$ cat src/rtl/lut_wvf_sequencer.sv
// lut_wvf_sequencer: steps one LUT_WVF_GEN generator through a 4-entry
// (WAIT_CYC, period count) profile table, with an idle gap between profiles.
// Optional feature macro: LUT_SEQ_LOOP_EN adds a LOOP input that restarts the
// sequence at profile 0 instead of finishing with DONE.
//
// Interface protocol: there is no valid/ready pairing here. START, STOP and
// CFG_WE are single-cycle strobes sampled on the rising edge of CLK_SYS and
// are always accepted (START is dropped while BUSY, STOP beats START).
// LUT_END is a one-cycle pulse from the generator and only counts in RUN.
// DBG_STATE exposes the FSM state for checkers.
module lut_wvf_sequencer #(
    parameter int CNT_WIDTH = 16,
    parameter int PER_WIDTH = 8,
    parameter int GAP_CYC   = 4
) (
    input  logic                 CLK_SYS,
    input  logic                 RST,
    input  logic                 CFG_WE,
    input  logic [1:0]           CFG_ADDR,
    input  logic [CNT_WIDTH-1:0] CFG_WAIT,
    input  logic [PER_WIDTH-1:0] CFG_NPER,
    input  logic [1:0]           CFG_LAST,
    input  logic                 START,
    input  logic                 STOP,
    input  logic                 LUT_END,
`ifdef LUT_SEQ_LOOP_EN
    input  logic                 LOOP,
`endif
    output logic                 LUT_EN,
    output logic [CNT_WIDTH-1:0] LUT_WAIT_CYC,
    output logic [1:0]           PROF_IDX,
    output logic                 BUSY,
    output logic                 DONE,
    output logic [2:0]           DBG_STATE
);

    // Gap counter needs at least one bit even when the gap is disabled.
    localparam int GAP_W = (GAP_CYC > 0) ? $clog2(GAP_CYC + 1) : 1;
    localparam logic [GAP_W-1:0] GAP_LAST = (GAP_CYC > 0) ? GAP_W'(GAP_CYC - 1) : '0;

    typedef enum logic [2:0] {
        S_IDLE = 3'd0,
        S_LOAD = 3'd1,
        S_RUN  = 3'd2,
        S_GAP  = 3'd3,
        S_NEXT = 3'd4,
        S_DONE = 3'd5
    } state_t;

    state_t               state;
    state_t               next_state;
    logic [1:0]           idx;
    logic [1:0]           last_q;
    logic [PER_WIDTH-1:0] target;
    logic [PER_WIDTH-1:0] per_cnt;
    logic [PER_WIDTH-1:0] per_cnt_inc;
    logic [GAP_W-1:0]     gap_cnt;
    logic [CNT_WIDTH-1:0] wait_tbl [4];
    logic [PER_WIDTH-1:0] nper_tbl [4];
    logic                 loop_req;

`ifdef LUT_SEQ_LOOP_EN
    assign loop_req = LOOP;
`else
    assign loop_req = 1'b0;
`endif

    assign per_cnt_inc = per_cnt + PER_WIDTH'(1);

    // Profile table: writable at any time, read only in LOAD.
    always_ff @(posedge CLK_SYS) begin
        if (RST) begin
            for (int i = 0; i < 4; i++) begin
                wait_tbl[i] <= '0;
                nper_tbl[i] <= '0;
            end
        end else if (CFG_WE) begin
            wait_tbl[CFG_ADDR] <= CFG_WAIT;
            nper_tbl[CFG_ADDR] <= CFG_NPER;
        end
    end

    // FSM state register.
    always_ff @(posedge CLK_SYS) begin
        if (RST) begin
            state <= S_IDLE;
        end else begin
            state <= next_state;
        end
    end

    // Next-state logic; STOP overrides everything outside IDLE.
    always_comb begin
        next_state = state;
        unique case (state)
            S_IDLE: if (START && !STOP) next_state = S_LOAD;
            S_LOAD: next_state = (nper_tbl[idx] == '0) ? S_NEXT : S_RUN;
            S_RUN: begin
                if (LUT_END && (per_cnt_inc == target)) begin
                    next_state = (GAP_CYC == 0) ? S_NEXT : S_GAP;
                end
            end
            S_GAP:  if (gap_cnt == GAP_LAST) next_state = S_NEXT;
            S_NEXT: begin
                if (idx == last_q) begin
                    next_state = loop_req ? S_LOAD : S_DONE;
                end else begin
                    next_state = S_LOAD;
                end
            end
            S_DONE: next_state = START ? S_LOAD : S_IDLE;
            default: next_state = S_IDLE;
        endcase
        if (STOP && (state != S_IDLE)) begin
            next_state = S_IDLE;
        end
    end

    // Datapath: profile index, latched profile values, counters and LUT_EN.
    always_ff @(posedge CLK_SYS) begin
        if (RST) begin
            LUT_EN       <= 1'b0;
            LUT_WAIT_CYC <= '0;
            idx          <= '0;
            last_q       <= '0;
            target       <= '0;
            per_cnt      <= '0;
            gap_cnt      <= '0;
        end else begin
            // LUT_EN is high exactly while the FSM sits in RUN.
            LUT_EN <= (next_state == S_RUN);

            if (((state == S_IDLE) || (state == S_DONE)) && (next_state == S_LOAD)) begin
                idx    <= '0;
                last_q <= CFG_LAST;
            end

            if ((state == S_NEXT) && (next_state == S_LOAD)) begin
                idx <= (idx == last_q) ? 2'd0 : idx + 2'd1;
            end

            if (state == S_LOAD) begin
                LUT_WAIT_CYC <= wait_tbl[idx];
                target       <= nper_tbl[idx];
                per_cnt      <= '0;
            end

            // The compare ends RUN at per_cnt_inc == target, so no wrap.
            if ((state == S_RUN) && LUT_END) begin
                per_cnt <= per_cnt_inc;
            end

            gap_cnt <= (state == S_GAP) ? gap_cnt + GAP_W'(1) : '0;
        end
    end

    assign PROF_IDX  = idx;
    assign BUSY      = (state != S_IDLE) && (state != S_DONE);
    assign DONE      = (state == S_DONE);
    assign DBG_STATE = state;

endmodule
$ cat config.mk
export PLATFORM = sky130hd
export DESIGN_NAME = lut_wvf_sequencer
export DESIGN_NICKNAME = d
export VERILOG_FILES = /design/src/rtl/lut_wvf_sequencer.sv
export SDC_FILE = /design/constraint.sdc
export NUM_CORES = 1
export LEC_CHECK = 0
export CORE_UTILIZATION = 35
export DETAILED_ROUTE_END_ITERATION = 8
export HOLD_SLACK_MARGIN = 0.02
export SYNTH_ARGS = -nofsm -noshare
export SYNTH_HDL_FRONTEND = slang
export SYNTH_SLANG_ARGS = --single-unit
$ cat constraint.sdc
create_clock -name CLK_SYS -period 1.65 [get_ports CLK_SYS]
set_input_delay 0.33 -clock CLK_SYS [delete_from_list [all_inputs] [get_ports CLK_SYS]]
set_output_delay 0.33 -clock CLK_SYS [all_outputs]
set_load 0.01 [all_outputs]
**Word level (Yosys, flattened, before mapping)**

Memory sizes are Yosys's and may differ from the RTL's. A register that Yosys moved wholly into a read port is not among the register bits.
Cells that the tools add are included.

- Add/sub/neg operators: 3
- Equality and inequality tests: 11
- Muxes and demuxes: 26
- Bitwise gates (word level): 1
- Reduce and logical (&&, ||, !) cells: 17

Operators with widths:

| cell | count |
|---|---|
| 2-to-1 mux 8 bit | 3 |
| 2-to-1 mux 3 bit | 6 |
| one-hot mux 3 bit (6 select lines) | 1 |
| 2-to-1 mux 16 bit | 1 |
| OR reduction 16 bit | 1 |
| 2-to-1 mux 2 bit | 7 |
| == test 3 x 2 -> 1 bit (second input constant) | 4 |
| adder 8 x 1 -> 8 bit (second input constant) | 1 |
| == test 8 bit | 1 |
| logical NOT 8 bit | 1 |
| 2-to-1 mux 1 bit | 8 |
| OR reduction 8 bit | 1 |
| logical AND 1 bit | 7 |
| == test 3 x 1 -> 1 bit (second input constant) | 2 |
| == test 3 bit (second input constant) | 2 |
| nonzero test 2 bit | 2 |
| adder 3 x 1 -> 3 bit (second input constant) | 1 |
| logical NOT 3 bit | 1 |
| inequality test 3 bit (second input constant) | 1 |
| nonzero test 3 bit | 1 |
| adder 2 x 1 -> 2 bit (second input constant) | 1 |
| == test 2 bit | 1 |
| OR reduction 2 bit | 1 |
| logical NOT 1 bit | 1 |
| other kinds (2) | 2 |

- Register bits after elaboration: 27
- Memory bits (writable): 96
- Input bits: 34
- Word-level logic and storage cells: 67
- Memories kept: 2

Memory list:

| name | depth | bits a word | read ports | clocked after memory_dff | wr ports | line | RTL |
|---|---|---|---|---|---|---|---|
| wait_tbl | 4 | 16 | 1 | 1 | 4 | 58 | `logic [CNT_WIDTH-1:0] wait_tbl [4];` |
| nper_tbl | 4 | 8 | 1 | 1 | 4 | 59 | `logic [PER_WIDTH-1:0] nper_tbl [4];` |

**Logic depth before layout (Yosys ltp)**

- Depth after elaboration: 12
- Depth in mapped cells: 7
- Gate-level depth less buffers: 6

**Least setup slack after synthesis**

Ideal clock, no wire load.

- Kind: register -> register
- From: register per_cnt[1]
- To: register LUT_EN
- Setup time: 0.091 ns
- Arrival time: 1.698 ns
- Path slack: -0.140 ns
- Stages on the path, launching flop included: 7
- Clock period less this slack: 1.790 ns
- Cell sequence: dfxtp_1 -> ha_1 -> nand3_1 -> o311ai_0 -> a21oi_1 -> o311ai_0 -> nor4bb_1

- Cells in the longest elaborated chain, start to end: 7

RTL lines:

| item | line | RTL |
|---|---|---|
| start, declared | 55 | `logic [PER_WIDTH-1:0] per_cnt;` |
| start signal, assigned | 150 | `per_cnt <= per_cnt_inc;` |
| adder 8 x 1 -> 8 bit | 68 | `assign per_cnt_inc = per_cnt + PER_WIDTH'(1);` |
| == test 8 bit | 99 | `if (LUT_END && (per_cnt_inc == target)) begin` |
| logical AND 1 bit | 99 |  |
| 2-to-1 mux 3 bit | 99 |  |
| one-hot mux 3 bit (6 select lines) | 95 | `unique case (state)` |
| 2-to-1 mux 3 bit | 114 | `if (STOP && (state != S_IDLE)) begin` |
| == test 3 x 2 -> 1 bit | 131 | `LUT_EN <= (next_state == S_RUN);` |
| end signal, assigned | 131 |  |
| end, declared | 29 | `output logic LUT_EN,` |

Every way passes these cells.
A chain may end at the register's enable or synchronous reset.

==> summary.md <==
| Metric | Value |
|---|---|
| Setup Skew | `~9.5 ps` |
| Die Wd | `135.3 um` |
| Cell taking the most area after synthesis | `sky130_fd_sc_hd__edfxtp_1` |
| Clock latency on the worst-skew pair | `approximately 420 ps` |
| Library cell with the highest instance count after synthesis | `sky130_fd_sc_hd__and2_1` |
| Residual DRC | `0` |
| Synthesis-to-finish area growth | `32.09%` |
| Number of buffers created by CTS | `17` |
| Routed wire length | `14090 um` |
| Type of element capturing the critical path | `register` |
| Predominant post-synthesis flop cell | `sky130_fd_sc_hd__edfxtp_1` |
| Antenna violation net count after detailed routing | `0` |
| Failing checks | `negative setup slack` |
| Vias in the first global route | `between 4000 and 5000` |
| Final estimated routing congestion in global placement | `0.8446` |
| Startpoint type of the worst setup path | `register` |
| Required @ worst endpoint | `around 2000 ps` |
| Cell at the slowest stage of the critical path | `sky130_fd_sc_hd__mux4_2` |
| Detailed Routing Iterations Pass 1 | `5` |
| Fraction of final layout cells sized beyond drive strength 1 | `between 20% and 30%` |
| Clock sinks | `141` |
| Die area | `roughly 18000 um2` |
| Cell row count | `48` |
| Count of max-cap constraint violations | `0` |
| Number of instances in the synthesized netlist | `500` |
| Final Cycle Share | `111.5%` |
| Critical path's largest stage delay | `around 550 ps` |
| Final cell area excluding filler cells | `a little over 8000 um2` |
| WP buf/inv | `1` |
| Flops & latches, synth | `141` |
| Wire length of the first global-routing pass | `22470 um` |
| Clock tree from TritonCTS | `done` |
| Worst slack after detailed placement | `-305.4 ps` |
| Cell types with the largest area share after synthesis | `sky130_fd_sc_hd__edfxtp_1 (46%), sky130_fd_sc_hd__dfxtp_1 (14%), sky130_fd_sc_hd__and2_1 (10%), sky130_fd_sc_hd__mux4_2 (8.7%), sky130_fd_sc_hd__a21oi_1 (3.4%)` |
| Count of cells along the worst hold path | `1` |
| Max Transition Viols Final | `0` |
| Number of library cell types mapped by synthesis | `45` |
| Max-Slew Margin vs Limit | `73.69%` |
| Area share of the leading cell type in the synthesized netlist | `46.39%` |
| Clock Tree Buf Depth | `2` |
| Share of synthesized registers carrying an async set or reset | `0%` |
| Core region area | `17300 um2` |
| Count of flip-flops with a built-in enable after synthesis | `between 90 and 100` |
| Starting DRC count in detailed routing | `roughly 270` |
| Estimated wirelength of the detail-placed design | `9612 um` |
| Net Count, Synth | `between 500 and 600` |
| Vias after detailed routing | `4146` |
| Clock period minus final worst setup slack | `1840 ps` |
| GRT Util Overall | `16.56%` |
| Cell Chain, Critical Path | `buf_12, mux4_2, nor4_4, nand2_2, o221a_1, nor2_1` |
| Final cell utilization of the core | `a little under half` |
| Total stage count of the critical path | `6` |
| Leakage Power | `3.035 nW` |
| Number of failing hold endpoints at the final stage | `0` |
| Maximum clock frequency | `about 0.54 GHz` |
| Most instantiated cells after synthesis | `sky130_fd_sc_hd__and2_1 (99), sky130_fd_sc_hd__edfxtp_1 (96), sky130_fd_sc_hd__nand2_1 (53), sky130_fd_sc_hd__dfxtp_1 (45), sky130_fd_sc_hd__a21oi_1 (42)` |
| Vias per Instance | `4.971` |
| Routed wire per std cell | `16.90 um` |
| Worst Path Max Fanout | `8` |
| Summed negative setup slack over all endpoints | `-640.3 ps` |
| Count of warnings emitted by yosys | `0` |
| Setup violations, final | `5` |
| Unrepaired setup endpoints after global routing | `yes` |
| Power density over the cells | `1039 nW/um2` |
| Maximum ir drop on the vdd rail | `0.0005761 V` |
| Worst path setup slack after routing | `-189.7 ps` |
| Type of the worst setup path | `reg2reg` |
| Syn_area_per_cell | `roughly 12 um2` |
| Worst Reg-to-Reg Cells | `6` |
| Number of antenna violations at the first check in global routing | `0` |
| Initial core utilization | `between 30% and 40%` |
| Path type of the worst min-delay path | `reg2reg` |
| Crit path arrival time | `approximately 2200 ps` |
| Run status | `finished with violations` |
| Master cell of the clock root buffer | `sky130_fd_sc_hd__clkbuf_16` |
| Fin nets | `633` |
| Sequential cell area fraction in the yosys report | `approximately three fifths` |
| Worst-path clk slew | `60 ps` |
| IO Port Bufs | `57` |
| Post-Syn Area | `6215 um2` |
| Crit-path leading delay family | `multiplexers` |
| H-tree levels | `4` |
| Measured slew at the worst slew-check pin | `roughly 390 ps` |
| Largest net degree at the start of global routing | `26` |
| DIE HEIGHT | `135.3 um` |
| Total inserted antenna cells | `0` |
| GRT Residual Overflow | `0` |
| Total cell area at the placement stage | `7506 um2` |
| Number of primary I/O pins | `58` |
sequential cells by signal, indices dropped and copies added (netlist names), named ones only:
signal        flops
per_cnt           8
DBG_STATE         3
target            8
gap_cnt           3
PROF_IDX          2
last_q            2
nper_tbl         32
wait_tbl         64
LUT_EN            1
LUT_WAIT_CYC     16
layer usage:
| metal | vias up | part of all wire (%) | global-route usage [%] |
|---|---|---|---|
| li1 | 2003 | - | - |
| met1 | 2029 | 45 | 20.93 |
| met2 | 98 | 49 | 27.04 |
| met3 | 16 | 4.6 | 4.078 |
| met4 | 0 | 1.4 | 6.929 |
| met5 | - | 0 | 0 |
final cells by class:
cell class                 instances  area (um2)
clock buffer                      18       429.2
clock inverter                    14       166.4
fill                            1526        9087
inverter                           6       22.52
multi-input combinational        323        2416
sequential                       141        3790
tap                              225       281.5
timing repair buffer             107        1104
report_power, final:
| part | internal, W | switching (W) |
|---|---|---|
| Sequential | 0.00399 | 0.0000701 |
| Clock | 0.00238 | 0.00145 |
| Combinational | 0.000325 | 0.000319 |
final timing paths:
path             endpoint       start  slack [ps]
max          DBG_STATE[2]    register        -190
min            gap_cnt[0]  gap_cnt[0]         450
max reg2reg  DBG_STATE[2]    register        -190
min reg2reg    gap_cnt[0]  gap_cnt[0]         450
worst register-to-register path, delay by kind of cell, from the launching register on:
kind,cells,cell delay (ps)
mux,1,560
buf+inv,1,130
flops,1,340
compound gates,1,250
simple gates,3,500
cells in the final DEF (no fill, tap or decap), types with 3 or more instances in the layout:
cell type	instances
sky130_fd_sc_hd__dfxtp_1	40
sky130_fd_sc_hd__dlymetal6s2s_1	4
sky130_fd_sc_hd__bufinv_16	3
sky130_fd_sc_hd__clkdlybuf4s50_1	35
sky130_fd_sc_hd__a31o_2	3
sky130_fd_sc_hd__dfxtp_2	5
sky130_fd_sc_hd__and2_1	99
sky130_fd_sc_hd__nand2b_1	5
sky130_fd_sc_hd__nand2_1	52
sky130_fd_sc_hd__o21ai_0	10
sky130_fd_sc_hd__xor2_1	6
sky130_fd_sc_hd__buf_6	3
sky130_fd_sc_hd__clkinv_1	3
sky130_fd_sc_hd__inv_6	3
sky130_fd_sc_hd__nor2_1	14
sky130_fd_sc_hd__buf_12	13
sky130_fd_sc_hd__or3_1	5
sky130_fd_sc_hd__mux4_2	24
sky130_fd_sc_hd__nand3b_1	3
sky130_fd_sc_hd__clkbuf_16	17
sky130_fd_sc_hd__edfxtp_1	96
sky130_fd_sc_hd__buf_4	34
sky130_fd_sc_hd__xnor2_1	4
sky130_fd_sc_hd__or2_2	3
sky130_fd_sc_hd__inv_1	5
sky130_fd_sc_hd__a21oi_1	40
sky130_fd_sc_hd__dlygate4sd2_1	17
sky130_fd_sc_hd__nand3_1	5
sky130_fd_sc_hd__nor3_1	3
timing repair:
action,in CTS,in global routing
cloned,0,0
setup endpoints to repair,24,17
buffers inserted,0,2
resized for setup,33,16
hold buffers,0,0
pin swaps,8,5
cells by family after synthesis:
| kind of cell | after synthesis | share of synthesized area (%) |
|---|---|---|
| DFF | 141 | 60.88 |
| muxes | 26 | 9.020 |
| adders and majority gates | 3 | 0.6041 |
| and+or+nand+nor | 214 | 19.13 |
| xor gates and xnor gates | 11 | 1.550 |
| buffers and inverters | 36 | 2.275 |
| AOI/OAI and AO/OA | 69 | 6.543 |
metrics by stage:
stage / total power (W) / instances / hold WS, ps
6_report: 0.008533 / 834 / 447.4
5_1_grt: 0.008789 / 834 / 489.9
4_1_cts: 0.008586 / 832 / 449.9
3_5_place_dp: 0.004777 / 800 / 433.3
3_3_place_gp: 0.004754 / 800 / 416.2
2_1_floorplan: 0.004400 / 500 / 406.7
No activity file was read; power rests on OpenSTA's default activity.
